<file path="src/rtl/fetch_instr_queue_if.sv">
// fetch_instr_queue_if: realigner-to-queue input slots and queue-to-decode head handshake.
// Signal suffixes are from the queue's point of view.
interface fetch_instr_queue_if #(
    parameter int INSTR_PER_FETCH = 2,
    parameter int VLEN            = 32
);
    logic [INSTR_PER_FETCH-1:0]      valid_i;
    logic [INSTR_PER_FETCH*VLEN-1:0] addr_i;
    logic [INSTR_PER_FETCH*32-1:0]   instr_i;
    logic                            ready_o;
    logic                            fetch_valid_o;
    logic [VLEN-1:0]                 fetch_addr_o;
    logic [31:0]                     fetch_instr_o;
    logic                            fetch_is_rvc_o;
    logic                            fetch_ready_i;

    modport master (
        output valid_i, addr_i, instr_i, fetch_ready_i,
        input  ready_o, fetch_valid_o, fetch_addr_o, fetch_instr_o, fetch_is_rvc_o
    );

    modport slave (
        input  valid_i, addr_i, instr_i, fetch_ready_i,
        output ready_o, fetch_valid_o, fetch_addr_o, fetch_instr_o, fetch_is_rvc_o
    );
endinterface

</file>
<file path="src/rtl/fetch_instr_queue.sv">
// fetch_instr_queue: compacts up to INSTR_PER_FETCH realigned instructions per cycle into a
// circular FIFO and hands them to decode one per cycle.
module fetch_instr_queue #(
    parameter int DEPTH           = 8,
    parameter int INSTR_PER_FETCH = 2,
    parameter int VLEN            = 32
) (
    input  logic                         clk_i,
    input  logic                         rst_ni,
    input  logic                         flush_i,
    fetch_instr_queue_if.slave           fq,
    output logic [$clog2(DEPTH+1)-1:0]   count_o
);
    localparam int PW = $clog2(DEPTH);
    localparam int CW = $clog2(DEPTH + 1);

    logic [PW-1:0]   rd_ptr_q, rd_ptr_d, wr_ptr_q, wr_ptr_d, n;
    logic [CW-1:0]   count_q, count_d;
    logic [VLEN-1:0] addr_q [DEPTH];
    logic [VLEN-1:0] addr_d [DEPTH];
    logic [31:0]     instr_q [DEPTH];
    logic [31:0]     instr_d [DEPTH];
    logic            push, pop;

    // ready_o only looks at registered count, so fetch never sees a path from decode
    assign fq.ready_o        = count_q <= CW'(DEPTH - INSTR_PER_FETCH);
    assign fq.fetch_valid_o  = (count_q != '0) & ~flush_i;
    assign fq.fetch_addr_o   = addr_q[rd_ptr_q];
    assign fq.fetch_instr_o  = instr_q[rd_ptr_q];
    assign fq.fetch_is_rvc_o = instr_q[rd_ptr_q][1:0] != 2'b11;
    assign push              = fq.ready_o & (|fq.valid_i) & ~flush_i;
    assign pop               = fq.fetch_valid_o & fq.fetch_ready_i;
    assign count_o           = count_q;

    // n is the running popcount: slot i lands at wr_ptr + (set slots below i)
    always_comb begin
        addr_d  = addr_q;
        instr_d = instr_q;
        n       = '0;
        for (int i = 0; i < INSTR_PER_FETCH; i++) begin
            if (fq.valid_i[i]) begin
                if (push) begin
                    addr_d[wr_ptr_q + n]  = fq.addr_i[i*VLEN +: VLEN];
                    instr_d[wr_ptr_q + n] = fq.instr_i[i*32 +: 32];
                end
                n = n + PW'(1);
            end
        end
        rd_ptr_d = flush_i ? '0 : rd_ptr_q + PW'(pop);
        wr_ptr_d = flush_i ? '0 : wr_ptr_q + (push ? n : '0);
        count_d  = flush_i ? '0 : count_q + (push ? CW'(n) : '0) - CW'(pop);
    end

    always_ff @(posedge clk_i or negedge rst_ni) begin
        if (!rst_ni) begin
            rd_ptr_q <= '0;
            wr_ptr_q <= '0;
            count_q  <= '0;
            for (int i = 0; i < DEPTH; i++) begin
                addr_q[i]  <= '0;
                instr_q[i] <= '0;
            end
        end else begin
            rd_ptr_q <= rd_ptr_d;
            wr_ptr_q <= wr_ptr_d;
            count_q  <= count_d;
            addr_q   <= addr_d;
            instr_q  <= instr_d;
        end
    end

    a_count_bound: assert property (@(posedge clk_i) disable iff (!rst_ni)
        count_q <= CW'(DEPTH));
    a_no_empty_pop: assert property (@(posedge clk_i) disable iff (!rst_ni)
        pop |-> count_q != '0);
    a_no_overflow: assert property (@(posedge clk_i) disable iff (!rst_ni)
        push |-> (count_q + CW'(n)) <= CW'(DEPTH));
endmodule

</file>
<file path="src/flat_wrapper.sv">
// flat-port wrapper written by rule: the top's interface ports become plain ports
module fetch_instr_queue_flat 
#(
    parameter int DEPTH           = 8,
    parameter int INSTR_PER_FETCH = 2,
    parameter int VLEN            = 32
)
  (clk_i, rst_ni, flush_i, count_o, fq_valid_i, fq_addr_i, fq_instr_i, fq_fetch_ready_i, fq_ready_o, fq_fetch_valid_o, fq_fetch_addr_o, fq_fetch_instr_o, fq_fetch_is_rvc_o);
  fetch_instr_queue_if #(.INSTR_PER_FETCH(INSTR_PER_FETCH), .VLEN(VLEN)) fq_i ();
  input  logic clk_i;
  input  logic rst_ni;
  input  logic flush_i;
  output logic [$clog2(DEPTH+1)-1:0] count_o;
  input wire logic [$bits(fq_i.valid_i)-1:0] fq_valid_i;
  input wire logic [$bits(fq_i.addr_i)-1:0] fq_addr_i;
  input wire logic [$bits(fq_i.instr_i)-1:0] fq_instr_i;
  input wire logic [$bits(fq_i.fetch_ready_i)-1:0] fq_fetch_ready_i;
  output wire logic [$bits(fq_i.ready_o)-1:0] fq_ready_o;
  output wire logic [$bits(fq_i.fetch_valid_o)-1:0] fq_fetch_valid_o;
  output wire logic [$bits(fq_i.fetch_addr_o)-1:0] fq_fetch_addr_o;
  output wire logic [$bits(fq_i.fetch_instr_o)-1:0] fq_fetch_instr_o;
  output wire logic [$bits(fq_i.fetch_is_rvc_o)-1:0] fq_fetch_is_rvc_o;
  assign fq_i.valid_i = fq_valid_i;
  assign fq_i.addr_i = fq_addr_i;
  assign fq_i.instr_i = fq_instr_i;
  assign fq_i.fetch_ready_i = fq_fetch_ready_i;
  assign fq_ready_o = fq_i.ready_o;
  assign fq_fetch_valid_o = fq_i.fetch_valid_o;
  assign fq_fetch_addr_o = fq_i.fetch_addr_o;
  assign fq_fetch_instr_o = fq_i.fetch_instr_o;
  assign fq_fetch_is_rvc_o = fq_i.fetch_is_rvc_o;
  fetch_instr_queue #(.DEPTH(DEPTH), .INSTR_PER_FETCH(INSTR_PER_FETCH), .VLEN(VLEN)) u_core (.clk_i(clk_i), .rst_ni(rst_ni), .flush_i(flush_i), .fq(fq_i), .count_o(count_o));
endmodule
</file>
<file path="config.mk">
export PLATFORM = sky130hd
export DESIGN_NAME = fetch_instr_queue_flat
export DESIGN_NICKNAME = d
export VERILOG_FILES = /design/src/rtl/fetch_instr_queue_if.sv /design/src/rtl/fetch_instr_queue.sv /design/src/flat_wrapper.sv
export SDC_FILE = /design/constraint.sdc
export NUM_CORES = 2
export LEC_CHECK = 0
export BUFFER_PORTS_ARGS = -buffer_cell sky130_fd_sc_hd__buf_2
export CELL_PAD_IN_SITES_DETAIL_PLACEMENT = 0
export CELL_PAD_IN_SITES_GLOBAL_PLACEMENT = 1
export CORE_MARGIN = 2
export CORE_UTILIZATION = 55
export CTS_CLUSTER_DIAMETER = 80
export DETAILED_ROUTE_END_ITERATION = 8
export GPL_TIMING_DRIVEN = 0
export PLACE_DENSITY_LB_ADDON = 0.25
export SLEW_MARGIN = 0
export SYNTH_ARGS = -nofsm -noshare
export SYNTH_HDL_FRONTEND = slang
export SYNTH_SLANG_ARGS = --single-unit
</file>
<file path="constraint.sdc">
create_clock -name clk_i -period 4.95 [get_ports clk_i]
set_input_delay 0 -clock clk_i [delete_from_list [all_inputs] [get_ports clk_i]]
set_output_delay 0 -clock clk_i [all_outputs]
set_load 0.05 [all_outputs]
</file>
==> impl_metrics.tcl <==
set metrics [dict create \
    outcome "finished clean" \
    required_ns 4.95 \
    antenna_found_initial 2 \
    cts_hold_buf 196 \
    tns_ns 0 \
    drt_iter0_markers 1559 \
    drt-met1-wl_microns 37510 \
    fp.dieW_microns 237.0 \
    port_buffers 140 \
    route.detailed.drc 0 \
    cts.sinks 522 \
    dieHeight_microns 237.0 \
    crit_type "flip-flop to output pin" \
    setup_viol 0 \
    num_rows 85 \
    cts_made_buffers 58 \
    cp_max_fo 10 \
    dieArea_sq_mm 0.05618 \
    total_power_mw 16.90 \
    cts_buffer_depth 3 \
    insertion_delay_ns 0.64 \
    crit_buf_inv 3 \
    critPathSlowestCell "buf_1" \
    powerDensity_mw_per_mm2 475.0 \
    rsz0062_at_grt "false" \
    timing.rr.start "u_core.count_o[2]" \
    coreArea_sq_mm 0.05371 \
    worst_pin_slew_ns 1.193 \
    peakVddDrop_uv 377.3 \
    cellLeakagePower_nw 20.71 \
    cts.reportedPaths.clkPinSlew_ns 0.06 \
    syn2layout_area_growth_pct 19.11 \
    cts_setup_buffers 0 \
    slew_headroom 0.2049 \
    vias_per_cell 6.150 \
    synth.yosys.seq_area_share 0.4374 \
    fill_cells 4103 \
    max_freq_ghz 0.2815 \
    syn_nets 2412 \
    synth_area_sq_mm 0.02986 \
    grt_pass1_vias 22770 \
    cp-startpoint "u_core.rd_ptr_q[1]" \
    ctsResizeCount 0 \
    synthDistinctLibCells 31 \
    placedCellCount 3103 \
    finalNonFillerCells 3405 \
    met2WireLength_microns 42410 \
    top_layer "met5" \
    post_drt_wl_per_cell_microns 25.94 \
    firstDrtPassIters 6 \
    start_util 0.5560 \
    hold_violations 0 \
    fin_crit_sh 0.7175 \
    gp_congestion 0.8194 \
    hold_path_class "input port to async pin" \
    crit_path_start_kind "flip-flop" \
    max_stage_delay_ns 0.94 \
    gr-total-overflow 0 \
    cp.arrival_ns 3.55 \
    grt_max_degree 115 \
    period_minus_slack_ns 3.552 \
    cts_root_buffer "clkbuf_16" \
    dp_hpwl_microns 54800 \
    yosys_warnings 0 \
    layout-drive-gt1-share 0.2101 \
    fin_nets 2813 \
    boundaryPins 205 \
    wl_met3_microns 5097 \
    drv_cap 0 \
    cts_tree "done" \
    syn-instance-count 2262 \
    end_kind "output pin" \
    final_max_slew_viol_count 0 \
    crit_chain "clkbuf_1 -> buf_1 -> mux4_2 -> mux2_2 -> buf_2" \
    antenna_left 0 \
    vias 20940 \
    cts_max_level 2 \
    synth.avg_cell_area_sq_um 13.20 \
    grt_pass1_wl_microns 135800 \
    totalWireLength_microns 88330 \
    crit_family "buffers and inverters" \
    ys_ff_latch 522 \
    fin_skew_ns 0.02160 \
    track_usage 0.3174 \
]
==> path summary, 6_finish.rpt <==
path	to	slack, ns	depth (start not counted)
min in group clk_i	u_core.wr_ptr_q[1]	0.05	5
worst min register to register	u_core.addr_q[7]	0.56	2
max in group asynchronous	u_core.instr_q[208]	3.68	5
worst max-delay path	fq_fetch_addr_o[19]	1.40	5
worst min-delay path	u_core.addr_q[114]	0.01	3
worst max register to register	u_core.addr_q[217]	1.66	8
==> power by group <==
part           total [mW]  internal, mW  switching [mW]
logic                6.27          2.64            3.63
clock network        4.55          2.73            1.82
registers            6.07          5.43           0.638
total                16.9          10.8            6.09
==> layout make-up <==
type                       instances  area (sq um)  share of cell area
multi-input combinational       1350         14740              0.4144
sequential                       522         13060              0.3672
timing repair buffer             341          2828             0.07950
clock buffer                      83          1737             0.04882
buffer                           250          1533             0.04309
tap                              696         870.8             0.02448
inverter                         140         525.5             0.01477
clock inverter                    22         270.3            0.007598
antenna                            1         2.502          0.00007035
==> worst min-delay path, cell delays in order <==
cell and delay, ns:
dlygate4sd3_1 0.57, buf_8 0.17, buf_16 0.28
==> cell families after synthesis <==
logic type | share of synthesized area
buffers and inverters | 0.06892
AO/OA/AOI/OAI | 0.03314
multiplexers | 0.4425
adder cells (fa/ha/maj) | 0.007207
XOR/XNOR | 0.001760
flip-flops | 0.4374
AND/OR/NAND/NOR | 0.009092
==> layer usage <==
metal,GRT usage,up-vias
li1,-,9145
met1,0.4313,10860
met2,0.5126,737
met3,0.05188,194
met4,0.1264,4
met5,0,-
==> metrics by stage <==
stage	utilization	hold slack, ns	setup WS [ns]	area [sq um]
after floorplan	-	-0.2956	1.755	29860
after global placement	0.5853	0.3615	-6.864	31430
after detailed placement	0.5880	-0.02526	2.113	31580
after CTS	0.6622	0.01246	1.454	35570
after global routing	0.6622	0.03017	1.393	35570
final	0.6623	0.009623	1.398	35570
==> registers in the layout (all words and copies together), names as in the netlist <==
signal,flops
u_core.wr_ptr_q,3
u_core.addr_q,256
u_core.rd_ptr_q,3
u_core.count_o,4
u_core.instr_q,256
==> placed cells by master, fill, tap and decap left out, drive strengths merged, types with 3 or more instances in the layout <==
cell / n
a31oi: 65
a41oi: 64
and3: 3
buf: 276
bufinv: 6
clkbuf: 203
clkinv: 14
dfrtp: 522
dlygate4sd3: 195
ha: 14
inv: 141
mux2: 64
mux2i: 960
mux4: 128
nand3: 6
nand4: 9
nor2: 9
nor2b: 8
xnor2: 4
==> synthesized netlist by cell type <==
cell type | count | area [sq um]
xor2_1 | 2 | 17.52
fa_1 | 2 | 40.04
nand2_1 | 2 | 7.510
nand4_1 | 9 | 56.30
and4bb_2 | 1 | 12.51
buf_6 | 55 | 619.3
mux2_2 | 64 | 720.7
nor4_1 | 1 | 6.260
buf_2 | 40 | 200.2
and2_1 | 2 | 12.51
nor4b_4 | 1 | 23.77
nor2_1 | 9 | 33.78
dfrtp_1 | 522 | 13060
a41oi_1 | 64 | 560.5
and4b_1 | 2 | 20.02
buf_1 | 5 | 18.77
clkbuf_4 | 5 | 37.54
a31oi_1 | 65 | 406.6
a21bo_2 | 1 | 10.01
and3_1 | 3 | 18.77
xnor2_1 | 4 | 35.03
mux4_2 | 128 | 2883
nor2b_1 | 8 | 50.05
ha_1 | 14 | 175.2
a21oi_1 | 1 | 5.000
inv_1 | 140 | 525.5
a21o_1 | 1 | 7.510
clkbuf_1 | 115 | 431.7
buf_4 | 30 | 225.2
mux2i_1 | 960 | 9609
nand3_1 | 6 | 30.03
(Power assumes the default switching activity.)
